File: src/rtl/nes_pkg.sv
// nes_pkg: shared definitions for the NES controller reader and responder.
//   NES_NBITS        - button bits per controller frame
//   BTN_*            - bit position of each button in the parallel button word
//   nes_resp_state_t - responder state encoding
package nes_pkg;

  localparam int NES_NBITS = 8;

  localparam int BTN_A    = 0;
  localparam int BTN_B    = 1;
  localparam int BTN_SEL  = 2;
  localparam int BTN_STRT = 3;
  localparam int BTN_U    = 4;
  localparam int BTN_D    = 5;
  localparam int BTN_L    = 6;
  localparam int BTN_R    = 7;

  typedef enum logic [1:0] {
    IDLE  = 2'd0,
    LOAD  = 2'd1,
    SHIFT = 2'd2
  } nes_resp_state_t;

endpackage

File: src/rtl/nes_edge_sync.sv
// nes_edge_sync: multi-stage synchronizer for an asynchronous strobe followed by
// a one-flop edge detector.
//   clk       - sampling clock
//   rst       - asynchronous, active-high reset (all flops to 0)
//   async_in  - asynchronous input level
//   level     - synchronized level
//   rise      - one-cycle strobe on a synchronized 0->1 transition
//   fall      - one-cycle strobe on a synchronized 1->0 transition
module nes_edge_sync #(
  parameter int SYNC_STAGES = 2
) (
  input  logic clk,
  input  logic rst,
  input  logic async_in,
  output logic level,
  output logic rise,
  output logic fall
);

  // Fewer than two stages gives no metastability protection.
  localparam int STAGES = (SYNC_STAGES < 2) ? 2 : SYNC_STAGES;

  logic [STAGES-1:0] sync_q;
  logic              prev_q;

  // Free-running: never gated by the core clock enable, so an edge seen while
  // the core is frozen is consumed here and not replayed later.
  always_ff @(posedge clk or posedge rst) begin
    if (rst) begin
      sync_q <= '0;
      prev_q <= 1'b0;
    end else begin
      sync_q <= {sync_q[STAGES-2:0], async_in};
      prev_q <= sync_q[STAGES-1];
    end
  end

  assign level = sync_q[STAGES-1];
  assign rise  = sync_q[STAGES-1] & ~prev_q;
  assign fall  = ~sync_q[STAGES-1] & prev_q;

endmodule

File: src/rtl/nes_controller_responder.sv
// nes_controller_responder: device-side NES controller (4021-style). Latches the
// button word on the host latch strobe and shifts it out, active-low, LSB first,
// one bit per rising edge of the host shift clock.
//   CLK        - system clock
//   reset      - asynchronous, active-high reset
//   en         - clock enable for the core (synchronizers always run)
//   latch_in   - host latch strobe, asynchronous
//   pulse_in   - host shift clock, asynchronous
//   buttons    - button word, 1 = pressed
//   data_out   - serial data, 0 = pressed
//   shifting   - high while in SHIFT
//   bit_idx    - bits shifted since last latch, saturates at NBITS
//   frame_done - one-cycle pulse when the last bit has been shifted out
//
// state | meaning
// IDLE  | no frame in progress; shift clocks still push 1s through
// LOAD  | latch held: parallel load of ~buttons every cycle
// SHIFT | frame in progress; each shift clock advances one bit
module nes_controller_responder
  import nes_pkg::*;
#(
  parameter int NBITS       = NES_NBITS,
  parameter int SYNC_STAGES = 2
) (
  input  logic             CLK,
  input  logic             reset,
  input  logic             en,
  input  logic             latch_in,
  input  logic             pulse_in,
  input  logic [NBITS-1:0] buttons,
  output logic             data_out,
  output logic             shifting,
  output logic [3:0]       bit_idx,
  output logic             frame_done
);

  localparam logic [3:0] LAST_IDX = 4'(NBITS - 1);

  nes_resp_state_t  state;
  logic [NBITS-1:0] shreg;

  logic latch_sync, latch_fall, latch_rise_unused;
  logic pulse_rise, pulse_sync_unused, pulse_fall_unused;

  nes_edge_sync #(.SYNC_STAGES(SYNC_STAGES)) u_latch_sync (
    .clk      (CLK),
    .rst      (reset),
    .async_in (latch_in),
    .level    (latch_sync),
    .rise     (latch_rise_unused),
    .fall     (latch_fall)
  );

  nes_edge_sync #(.SYNC_STAGES(SYNC_STAGES)) u_pulse_sync (
    .clk      (CLK),
    .rst      (reset),
    .async_in (pulse_in),
    .level    (pulse_sync_unused),
    .rise     (pulse_rise),
    .fall     (pulse_fall_unused)
  );

  always_ff @(posedge CLK or posedge reset) begin
    if (reset) begin
      state      <= IDLE;
      shreg      <= '1;
      bit_idx    <= 4'd0;
      shifting   <= 1'b0;
      frame_done <= 1'b0;
    end else begin
      // frame_done is a strobe and must not stretch while the core is frozen.
      frame_done <= 1'b0;
      if (en) begin
        case (state)
          IDLE: begin
            // Latch beats a coincident shift clock.
            if (latch_sync) begin
              state <= LOAD;
            end else if (pulse_rise) begin
              shreg <= {1'b1, shreg[NBITS-1:1]};
            end
          end

          LOAD: begin
            shreg   <= ~buttons;
            bit_idx <= 4'd0;
            // Level test rather than latch_fall alone: a fall dropped while en
            // was low must not strand the FSM in LOAD.
            if (latch_fall || !latch_sync) begin
              state    <= SHIFT;
              shifting <= 1'b1;
            end
          end

          SHIFT: begin
            if (latch_sync) begin
              state    <= LOAD;
              shifting <= 1'b0;
            end else if (pulse_rise) begin
              shreg   <= {1'b1, shreg[NBITS-1:1]};
              bit_idx <= bit_idx + 4'd1;
              if (bit_idx == LAST_IDX) begin
                frame_done <= 1'b1;
                state      <= IDLE;
                shifting   <= 1'b0;
              end
            end
          end

          default: begin
            state    <= IDLE;
            shifting <= 1'b0;
          end
        endcase
      end
    end
  end

  // Bit 0 of the shift register is itself a flop, so data_out is registered
  // without adding a cycle of latency.
  assign data_out = shreg[0];

endmodule

File: config.mk
export PLATFORM = sky130hd
export DESIGN_NAME = nes_controller_responder
export DESIGN_NICKNAME = d
export VERILOG_FILES = /design/src/rtl/nes_pkg.sv /design/src/rtl/nes_edge_sync.sv /design/src/rtl/nes_controller_responder.sv
export SDC_FILE = /design/constraint.sdc
export NUM_CORES = 1
export LEC_CHECK = 0
export ABC_AREA = 0
export BUFFER_PORTS_ARGS = -buffer_cell sky130_fd_sc_hd__clkbuf_2
export CAP_MARGIN = 20
export CELL_PAD_IN_SITES_DETAIL_PLACEMENT = 0
export CELL_PAD_IN_SITES_GLOBAL_PLACEMENT = 2
export CORE_ASPECT_RATIO = 1.4
export CORE_MARGIN = 10
export CORE_UTILIZATION = 35
export CTS_BUF_LIST = sky130_fd_sc_hd__clkbuf_16
export DETAILED_ROUTE_END_ITERATION = 6
export GPL_TIMING_DRIVEN = 0
export PLACE_DENSITY_LB_ADDON = 0.05
export SLEW_MARGIN = 20
export SYNTH_ARGS = -nofsm -noshare
export SYNTH_HDL_FRONTEND = slang
export SYNTH_HIERARCHICAL = 1
export SYNTH_SLANG_ARGS = --single-unit
File: constraint.sdc
create_clock -name CLK -period 1.48 [get_ports CLK]
set_input_delay 0.074 -clock CLK [delete_from_list [all_inputs] [get_ports CLK]]
set_output_delay 0.074 -clock CLK [all_outputs]
set_load 0.05 [all_outputs]
==> results of run 1 <==
critical path, cell delays in order, from the launching register on:
cell,delay [ns]
dfrtp_1,0.39
nor2b_4,0.16
nor3b_2,0.18
o21a_1,0.14
buf_6,0.16
mux2_4,0.31
worst paths after layout:
check	start	end	slack, ns	depth (start not counted)
max	u_pulse_sync/prev_q	shreg[4]	0.06	5
min	buttons[6]	shreg[6]	0.07	4
max reg2reg	u_pulse_sync/prev_q	shreg[4]	0.06	5
min reg2reg	u_latch_sync/sync_q[0]	u_latch_sync/sync_q[1]	0.35	0
max in group asynchronous	reset	bit_idx[1]	0.57	3
min in group asynchronous	reset	u_pulse_sync/sync_q[1]	0.23	3
what timing repair did:
action	CTS	global route
endpoints found under the setup margin	0	11
hold endpoints to repair	16	0
hold buffers	3	0
resized for setup	0	6
power breakdown:
group	internal (W)	total (W)	switching [W]	leakage, nW
Sequential	0.000851	0.000986	0.000136	0.256
Combinational	0.000366	0.000758	0.000392	0.344
Clock	0.000537	0.000749	0.000212	0.0511
Total	0.00175	0.00249	0.000740	0.651
cells in the final DEF (no fill, tap or decap), types with 2 or more instances in the layout:
| master | count |
|---|---|
| dlygate4sd3_1 | 3 |
| dfstp_2 | 8 |
| a21oi_1 | 6 |
| clkbuf_16 | 3 |
| dfrtp_1 | 12 |
| nor3b_2 | 2 |
| nor2_1 | 4 |
| inv_1 | 8 |
| mux2_4 | 8 |
| nand2_1 | 4 |
| mux2i_1 | 5 |
| clkbuf_2 | 19 |
| dfrtp_2 | 2 |
| nor2b_1 | 3 |
| nand2b_1 | 2 |
| o21a_1 | 3 |
| buf_6 | 2 |
state kept, by name (all words and copies together), names as in the netlist, 2 cells and up:
signal / cells
bit_idx: 4
shreg: 8
state: 2
u_latch_sync/sync_q: 2
u_pulse_sync/sync_q: 2
per-stage QoR:
stage               total power, W  area (µm²)  hold slack, ns  utilization
finish                    0.002493        1383         0.07303       0.4804
global route              0.002653        1383         0.08685       0.4804
CTS                       0.002496        1341         0.06953       0.4661
detailed placement        0.001731        1206        -0.04895       0.4191
global placement          0.001716        1206        -0.05266       0.4191
floorplan                 0.001565        1065         -0.1724            -
metal layers:
layer / wire, µm / vias up / share of wire
li1: - / 352 / -
met1: 898 / 350 / 0.42
met2: 1098 / 14 / 0.51
met3: 109 / 4 / 0.051
met4: 27 / 0 / 0.013
met5: 0 / - / 0
area by class of cell:
type,count,area (µm²)
fill,278,1495
buffer,3,30.03
timing repair buffer,22,125.1
inverter,8,30.03
clock inverter,1,30.03
multi-input combinational,54,483.0
sequential,22,563.0
tap,37,46.29
clock buffer,3,75.07
==> metrics.md, run 1 <==
| Metric | Value |
|---|---|
| Pwr dens | 1803 nW/µm² |
| RSZ-0062 raised after global routing | false |
| Synthesized area per cell | 12.21 µm² |
| Met3 usage in global routing | 0.02632 |
| Row count | 23 |
| Initial antenna violation count | 0 |
| Post-Place Worst Slack | roughly 0.038 ns |
| Initial Util | 0.3691 |
| Yosys warnings | 6 |
| Die Width | 66.56 µm |
| Final worst-path cycle share | 0.9561 |
| Crit Path Class | flip-flop to flip-flop |
| Top Ports | 20 |
| Max Slew Vio Count | 0 |
| Total CTS buffers | 3 |
| Layout cells sized above 1 | 0.4602 |
| Initial DRC Count | 28 |
| IR drop worst, VDD | 752.9 µV |
| Achievable Freq | 0.7067 GHz |
| DP HPWL | 1599 µm |
| Layout area overhead | 30.15% |
| Status | complete, no violations |
| Leakage | 0.6510 nW |
| Die area | roughly 5700 µm² |
| Drt first pass iters | 4 |
| CTS tree | built |
| N_diodes | 0 |
| DRC Markers | 0 |
| Max cap viols | 0 |
| Worst EP required | around 1.7 ns |
| Root Driver | clkbuf_16 |
| Type of the tightest min-delay check | input pin to flip-flop |
| Layout Nets | 128 |
| Max Clock Skew | 0.005204 ns |
| Minimum clock period | 1.415 ns |
| DP Cell Count | 143 |
| Largest net degree at the start of global routing | 17 |
| GRT busiest layer | met2 |
| Worst slew margin | 0.5701 |
| Gpl congestion | 0.6754 |
| Final setup viols | 0 |
| CP max FO | 8 |
| Final WL | 2133 µm |
| CORE AREA | 2878 µm² |
| Htree depth | 1 |
| Critical Path Start Type | flip-flop |
| Routed via count | ~700 |
| Post-CTS Setup Inserts | 0 |
| Setup TNS | 0 ns |
| Tightest Pin Transition | 0.6442 ns |
| Average wire per standard cell | 14.22 µm |
| Mapped Cells | 87 |
| Critical Path AT | about 1.6 ns |
| Fin worst setup slack | 0.06492 ns |
| Nature of the critical path endpoint | flip-flop |
| Post-Syn Area | around 1100 µm² |
| Grt total ovfl | 0 |
| Final hold violations | 0 |
| Met2 Track Usage GR | 0.1462 |
| Clk_lat worst skew | 0.25 ns |
| Reg clk slew, reported paths | approximately 0.060 ns |
| Non-filler cells, final | 150 |
| Vias in the first global route | 801 |
| CTS sink count | 22 |
| Port Buffer Count | 19 |
| M1 GR Usage | 0.09021 |
| Die Ht | 85.19 µm |
| CTS Buffer Depth | 2 |
| Global-route wire length before repair | between 3000 and 4000 µm |
| Post-DR vias/cell | 4.800 |
| Synthesized Nets | between 100 and 150 |
| Total global-route track usage | 0.08438 |
| Remaining antenna violation count | 0 |
No activity file was read; power rests on OpenSTA's default activity.
==> inputs of run 2 (changes only) <==
CELL_PAD_IN_SITES_DETAIL_PLACEMENT = 2   (was 0)
REMOVE_ABC_BUFFERS = 1   (was not set)
SLEW_MARGIN = not set   (was 20)
==> metrics.md, run 2 (same netlist as run 1, synthesis figures left out) <==
| Metric | Value |
|---|---|
| Status | complete, no violations |
| Total global-route track usage | 0.09669 |
| Final setup viols | 0 |
| Layout cells sized above 1 | 0.4696 |
| Type of the tightest min-delay check | input pin to flip-flop |
| Crit Path Class | flip-flop to flip-flop |
| Nature of the critical path endpoint | flip-flop |
| Minimum clock period | approximately 1.4 ns |
| Largest registers | shreg: 8 flops, bit_idx: 4 flops |
| Die Ht | 85.19 µm |
| R2R depth | 4 |
| Hold slack | between 0.09 and 0.1 ns |
| Reg clk slew, reported paths | roughly 0.050 ns |
| Max Clock Skew | 0.001783 ns |
| CTS sink count | 22 |
| Pwr dens | 1712 nW/µm² |
| Max cap viols | 0 |
| Layout Nets | 130 |
| Post-Place Worst Slack | -0.4468 ns |
| Top Ports | 20 |
| Worst flop-to-flop path endpoint | shreg[2] |
| Htree depth | 1 |
| CTS tree | built |
| Global-route wire length before repair | approximately 4300 µm |
| Vias in the first global route | 874 |
| Most frequent cells in the layout | clkbuf_2, dfrtp_1, inv_1, mux2_4, dfstp_2 |
| Final hold violations | 0 |
| # fillers | ~300 |
| Setup TNS | 0 ns |
| Worst slew margin | 0.5935 |
| Worst EP required | 1.66 ns |
| Grt total ovfl | 0 |
| Crit path cell chain | nor2b_4 > nor3b_2 > o21a_4 > mux2_4 |
| Area occupied by multi-input gates | just under 500 µm² |
| R2R Setup Slk | around 0.057 ns |
| Clk_lat worst skew | 0.25 ns |
| Critical Path Start Type | flip-flop |
| Port Buffer Count | 19 |
| Tightest Pin Transition | 0.6090 ns |
| Fin worst setup slack | about 0.057 ns |
| Routed via count | 748 |
| Root Driver | clkbuf_16 |
| Most common cell after layout, fill and taps aside | clkbuf_2 |
| Largest net degree at the start of global routing | 17 |
| Remaining antenna violation count | 0 |
| N_diodes | 0 |
| Worst r2r src | u_pulse_sync/prev_q |
| Hold Path Origin | buttons[7] |
| Final Total Pwr | 0.002352 W |
| Average wire per standard cell | 16.65 µm |
| Layout area overhead | 29.33% |
| DRC Markers | 0 |
| IR drop worst, VDD | 829.8 µV |
| Setup crit end | shreg[2] |
| Die area | 5670 µm² |
| Post-DR vias/cell | 4.921 |
| Initial DRC Count | 12 |
| Critical Path AT | between 1.5 and 2 ns |
| Initial antenna violation count | 0 |
| Crit-path slowest cell | dfrtp_1 |
| CP max FO | 8 |
| Die Width | around 67 µm |
| Reg area | around 570 µm² |
| Leakage | 0.6490 nW |
| CTS Buffer Depth | 2 |
| CORE AREA | 2878 µm² |
| Drt first pass iters | 3 |
| DP HPWL | 1697 µm |
| Max Slew Vio Count | 0 |
| Final WL | 2531 µm |
| CP Launch Point | u_pulse_sync/prev_q |
| Total CTS buffers | 3 |
| Final worst-path cycle share | 0.9613 |
| Achievable Freq | around 0.70 GHz |
| Top reg by flops | shreg |
| Initial Util | 0.3691 |
| Gpl congestion | around 0.7 |
| Row count | 23 |
| Slowest stage delay, CP | 0.39 ns |
| Max reg flops | 8 |
## run 2: changes by cell type in the layout (fill, tap and decap cells not counted)
cell,change
buf_4,+4
buf_6,-2
bufinv_16,-1
clkinv_1,+1
dfrtp_2,-1
dfrtp_4,+1
o21a_1,-1
o21a_4,+1
## run 2: worst max-delay path: cells and delay by family (launching register included)
| family | cells | cell delay [ns] |
|---|---|---|
| compound gates | 1 | 0.25 |
| simple gates | 2 | 0.39 |
| mux | 1 | 0.32 |
| flops | 1 | 0.39 |
## run 2: what timing repair did
item                       4_1_cts  5_1_grt
hold buffers                     3        0
setup endpoints to repair       14       10
pin swaps                        0        1
buffers inserted                 2        3
resized for setup                9        3
hold endpoints to repair        16        0
## run 2: how the worst min path moves through the flow
stage | to | cells past startpoint
2_1_floorplan | u_latch_sync/prev_q | 1
3_3_place_gp | u_latch_sync/sync_q[0] | 2
3_5_place_dp | u_pulse_sync/prev_q | 2
4_1_cts | shreg[6] | 4
5_1_grt | shreg[7] | 3
6_report | shreg[7] | 3
## run 2: final cells by class
type | count | area share
clock buffer | 3 | 0.05464
timing repair buffer | 27 | 0.1184
inverter | 8 | 0.02186
multi-input combinational | 54 | 0.3570
sequential | 22 | 0.4117
clock inverter | 1 | 0.002732
tap | 37 | 0.03370
## run 2: metal layers
layer	part of all wire	wire, µm	global-route usage
met5	0	0	0
met4	0.017	44	0.05163
met3	0.061	154	0.03026
met2	0.53	1354	0.1704
met1	0.39	977	0.09583
## run 2: power by group
part	internal [W]	switching [W]	total, W
clock network	0.000360	0.000196	0.000556
registers	0.000854	0.000147	0.00100
logic	0.000374	0.000421	0.000795
## run 2: metrics by stage
step | util | instances | cell area, µm²
floorplan | - | 84 | 1032
global placement | 0.4078 | 140 | 1174
detailed placement | 0.4078 | 140 | 1174
CTS | 0.4657 | 149 | 1340
global route | 0.4774 | 152 | 1374
finish | 0.4774 | 152 | 1374
==> inputs of run 3 (changes only) <==
RECOVER_POWER = 100   (was not set)
==> metrics.md, run 3 (same netlist as run 1, synthesis figures left out) <==
| Metric | Value |
|---|---|
| Status | complete, no violations |
| Achievable Freq | 0.7025 GHz |
| Met3 usage in global routing | 0.03026 |
| Root Driver | clkbuf_16 |
| Setup crit end | shreg[1] |
| GRT busiest layer | met2 |
| Final Total Pwr | 0.002340 W |
| Max Clock Skew | 0.001784 ns |
| Met2 Track Usage GR | 0.1704 |
| Post-DR vias/cell | 4.914 |
| Average wire per standard cell | 16.67 µm |
| NetSw | 0.0007631 W |
| R2R depth | 4 |
| CTS Buffer Depth | 2 |
| Sw frac | 0.3260 |
| Crit-path slowest cell | dfrtp_1 |
| Max reg flops | 8 |
| DRC Markers | 0 |
| Total global-route track usage | 0.09669 |
| Max Slew Vio Count | 0 |
| Crit path cell chain | nor2b_4 > nor3b_2 > o21a_4 > mux2_4 |
| Critical Path AT | roughly 1.6 ns |
| Crit Path Class | flip-flop to flip-flop |
| Nature of the critical path endpoint | flip-flop |
| Initial antenna violation count | 0 |
| Pwr dens | 1715 nW/µm² |
| Final worst-path cycle share | 0.9618 |
| Initial Util | 0.3691 |
| Layout Nets | 130 |
| Slowest stage delay, CP | between 0.3 and 0.4 ns |
| Final Cell Area | about 1400 µm² |
| Flop pwr share | 0.427 |
| Post-Place Worst Slack | -0.4468 ns |
| Worst flop-to-flop path endpoint | shreg[1] |
| Port Buffer Count | 19 |
| Final hold violations | 0 |
| Tightest Pin Transition | roughly 0.61 ns |
| Vias in the first global route | 874 |
| Clk_lat worst skew | 0.25 ns |
| Leakage | 0.6262 nW |
| Final WL | around 2500 µm |
| Worst r2r src | u_pulse_sync/prev_q |
| Worst EP required | about 1.7 ns |
| Logic gate share of total power | 0.335 |
| Minimum clock period | 1.423 ns |
| CP Launch Point | u_pulse_sync/prev_q |
| Non-filler cells, final | roughly 150 |
| Top reg by flops | shreg |
| Routed via count | 747 |
| Row count | 23 |
| Layout cells sized above 1 | 0.4087 |
| Hold slack | a little under 0.1 ns |
| Gpl congestion | roughly 0.68 |
| Largest net degree at the start of global routing | 17 |
| Htree depth | 1 |
| Clock power share | 0.238 |
| Fin worst setup slack | about 0.057 ns |
| Top Ports | 20 |
| Die area | roughly 5700 µm² |
| Global-route wire length before repair | 4291 µm |
| Placed instance area | 1174 µm² |
| CP max FO | 8 |
| R2R Setup Slk | 0.06 ns |
| Drt first pass iters | 3 |
| Layout area overhead | 28.50% |
| CORE AREA | 2878 µm² |
| CTS sink count | 22 |
| Initial DRC Count | 10 |
| N_diodes | 0 |
| Max cap viols | 0 |
| Reg clk slew, reported paths | 0.05 ns |
| Type of the tightest min-delay check | input pin to flip-flop |
| Worst slew margin | 0.5935 |
| M1 GR Usage | 0.09583 |
| Final setup viols | 0 |
| DP HPWL | ~1700 µm |
| # fillers | 302 |
| CTS tree | built |
| DP Cell Count | 140 |
| Total CTS buffers | 3 |
| Die Width | 66.56 µm |
| Reg area | between 500 and 600 µm² |
| Grt total ovfl | 0 |
| Area occupied by multi-input gates | approximately 490 µm² |
| Largest registers | shreg: 8 flops, bit_idx: 4 flops |
| IR drop worst, VDD | 822.2 µV |
| Remaining antenna violation count | 0 |
| Critical Path Start Type | flip-flop |
| Die Ht | between 80 and 90 µm |
| Cell Int Power | 0.001577 W |
| Most frequent cells in the layout | dfrtp_1, clkbuf_2, inv_1, mux2_4, dfstp_2 |
-- run 3: final cells by class --
cell class,instances,area share
timing repair buffer,27,0.1127
tap,37,0.03391
clock inverter,1,0.002750
multi-input combinational,54,0.3593
inverter,8,0.02200
sequential,22,0.4143
clock buffer,3,0.05500
-- run 3: critical path, delay by kind of cell (launching register included) --
kind / cells / cell delay [ns]
mux: 1 / 0.32
flops: 1 / 0.39
compound gates: 1 / 0.25
simple gates: 2 / 0.39
-- run 3: layer usage --
metal	routed length, µm	part of all wire	up-vias
li1	-	-	353
met1	990	0.39	374
met2	1355	0.53	16
met3	143	0.056	4
met4	44	0.017	0
met5	0	0	-
-- run 3: how the worst min path moves through the flow --
| stage | startpoint | endpoint | slack, ns | cells after the start |
|---|---|---|---|---|
| floorplan | reset | u_latch_sync/prev_q | -0.17 | 1 |
| global placement | reset | u_latch_sync/sync_q[0] | -0.05 | 2 |
| detailed placement | reset | u_pulse_sync/prev_q | -0.05 | 2 |
| CTS | buttons[6] | shreg[6] | 0.09 | 4 |
| global route | buttons[7] | shreg[7] | 0.11 | 3 |
| finish | buttons[7] | shreg[7] | 0.1 | 3 |
-- run 3: power groups by stage --
stage / combinational (W) / clock, W / sequential (W)
finish: 0.000785 / 0.000556 / 0.00100
global route: 0.000863 / 0.000624 / 0.00103
CTS: 0.000772 / 0.000582 / 0.00100
detailed placement: 0.000716 / 0 / 0.00101
global placement: 0.000697 / 0 / 0.000992
floorplan: 0.000404 / 0 / 0.00113
-- run 3: stage by stage --
step                      setup TNS [ns]  utilization
after detailed placement          -4.227       0.4078
after floorplan                   -1.070            -
after global routing            -0.01280       0.4743
final                                  0       0.4743
after global placement            -3.396       0.4078
after CTS                              0       0.4657
-- run 3: repair_timing --
item                                    CTS  global route
endpoints found under the setup margin   14            10
pin swaps                                 0             1
hold buffers                              3             0
buffers inserted                          2             3
hold endpoints to repair                 16             0
resized for setup                         9             3
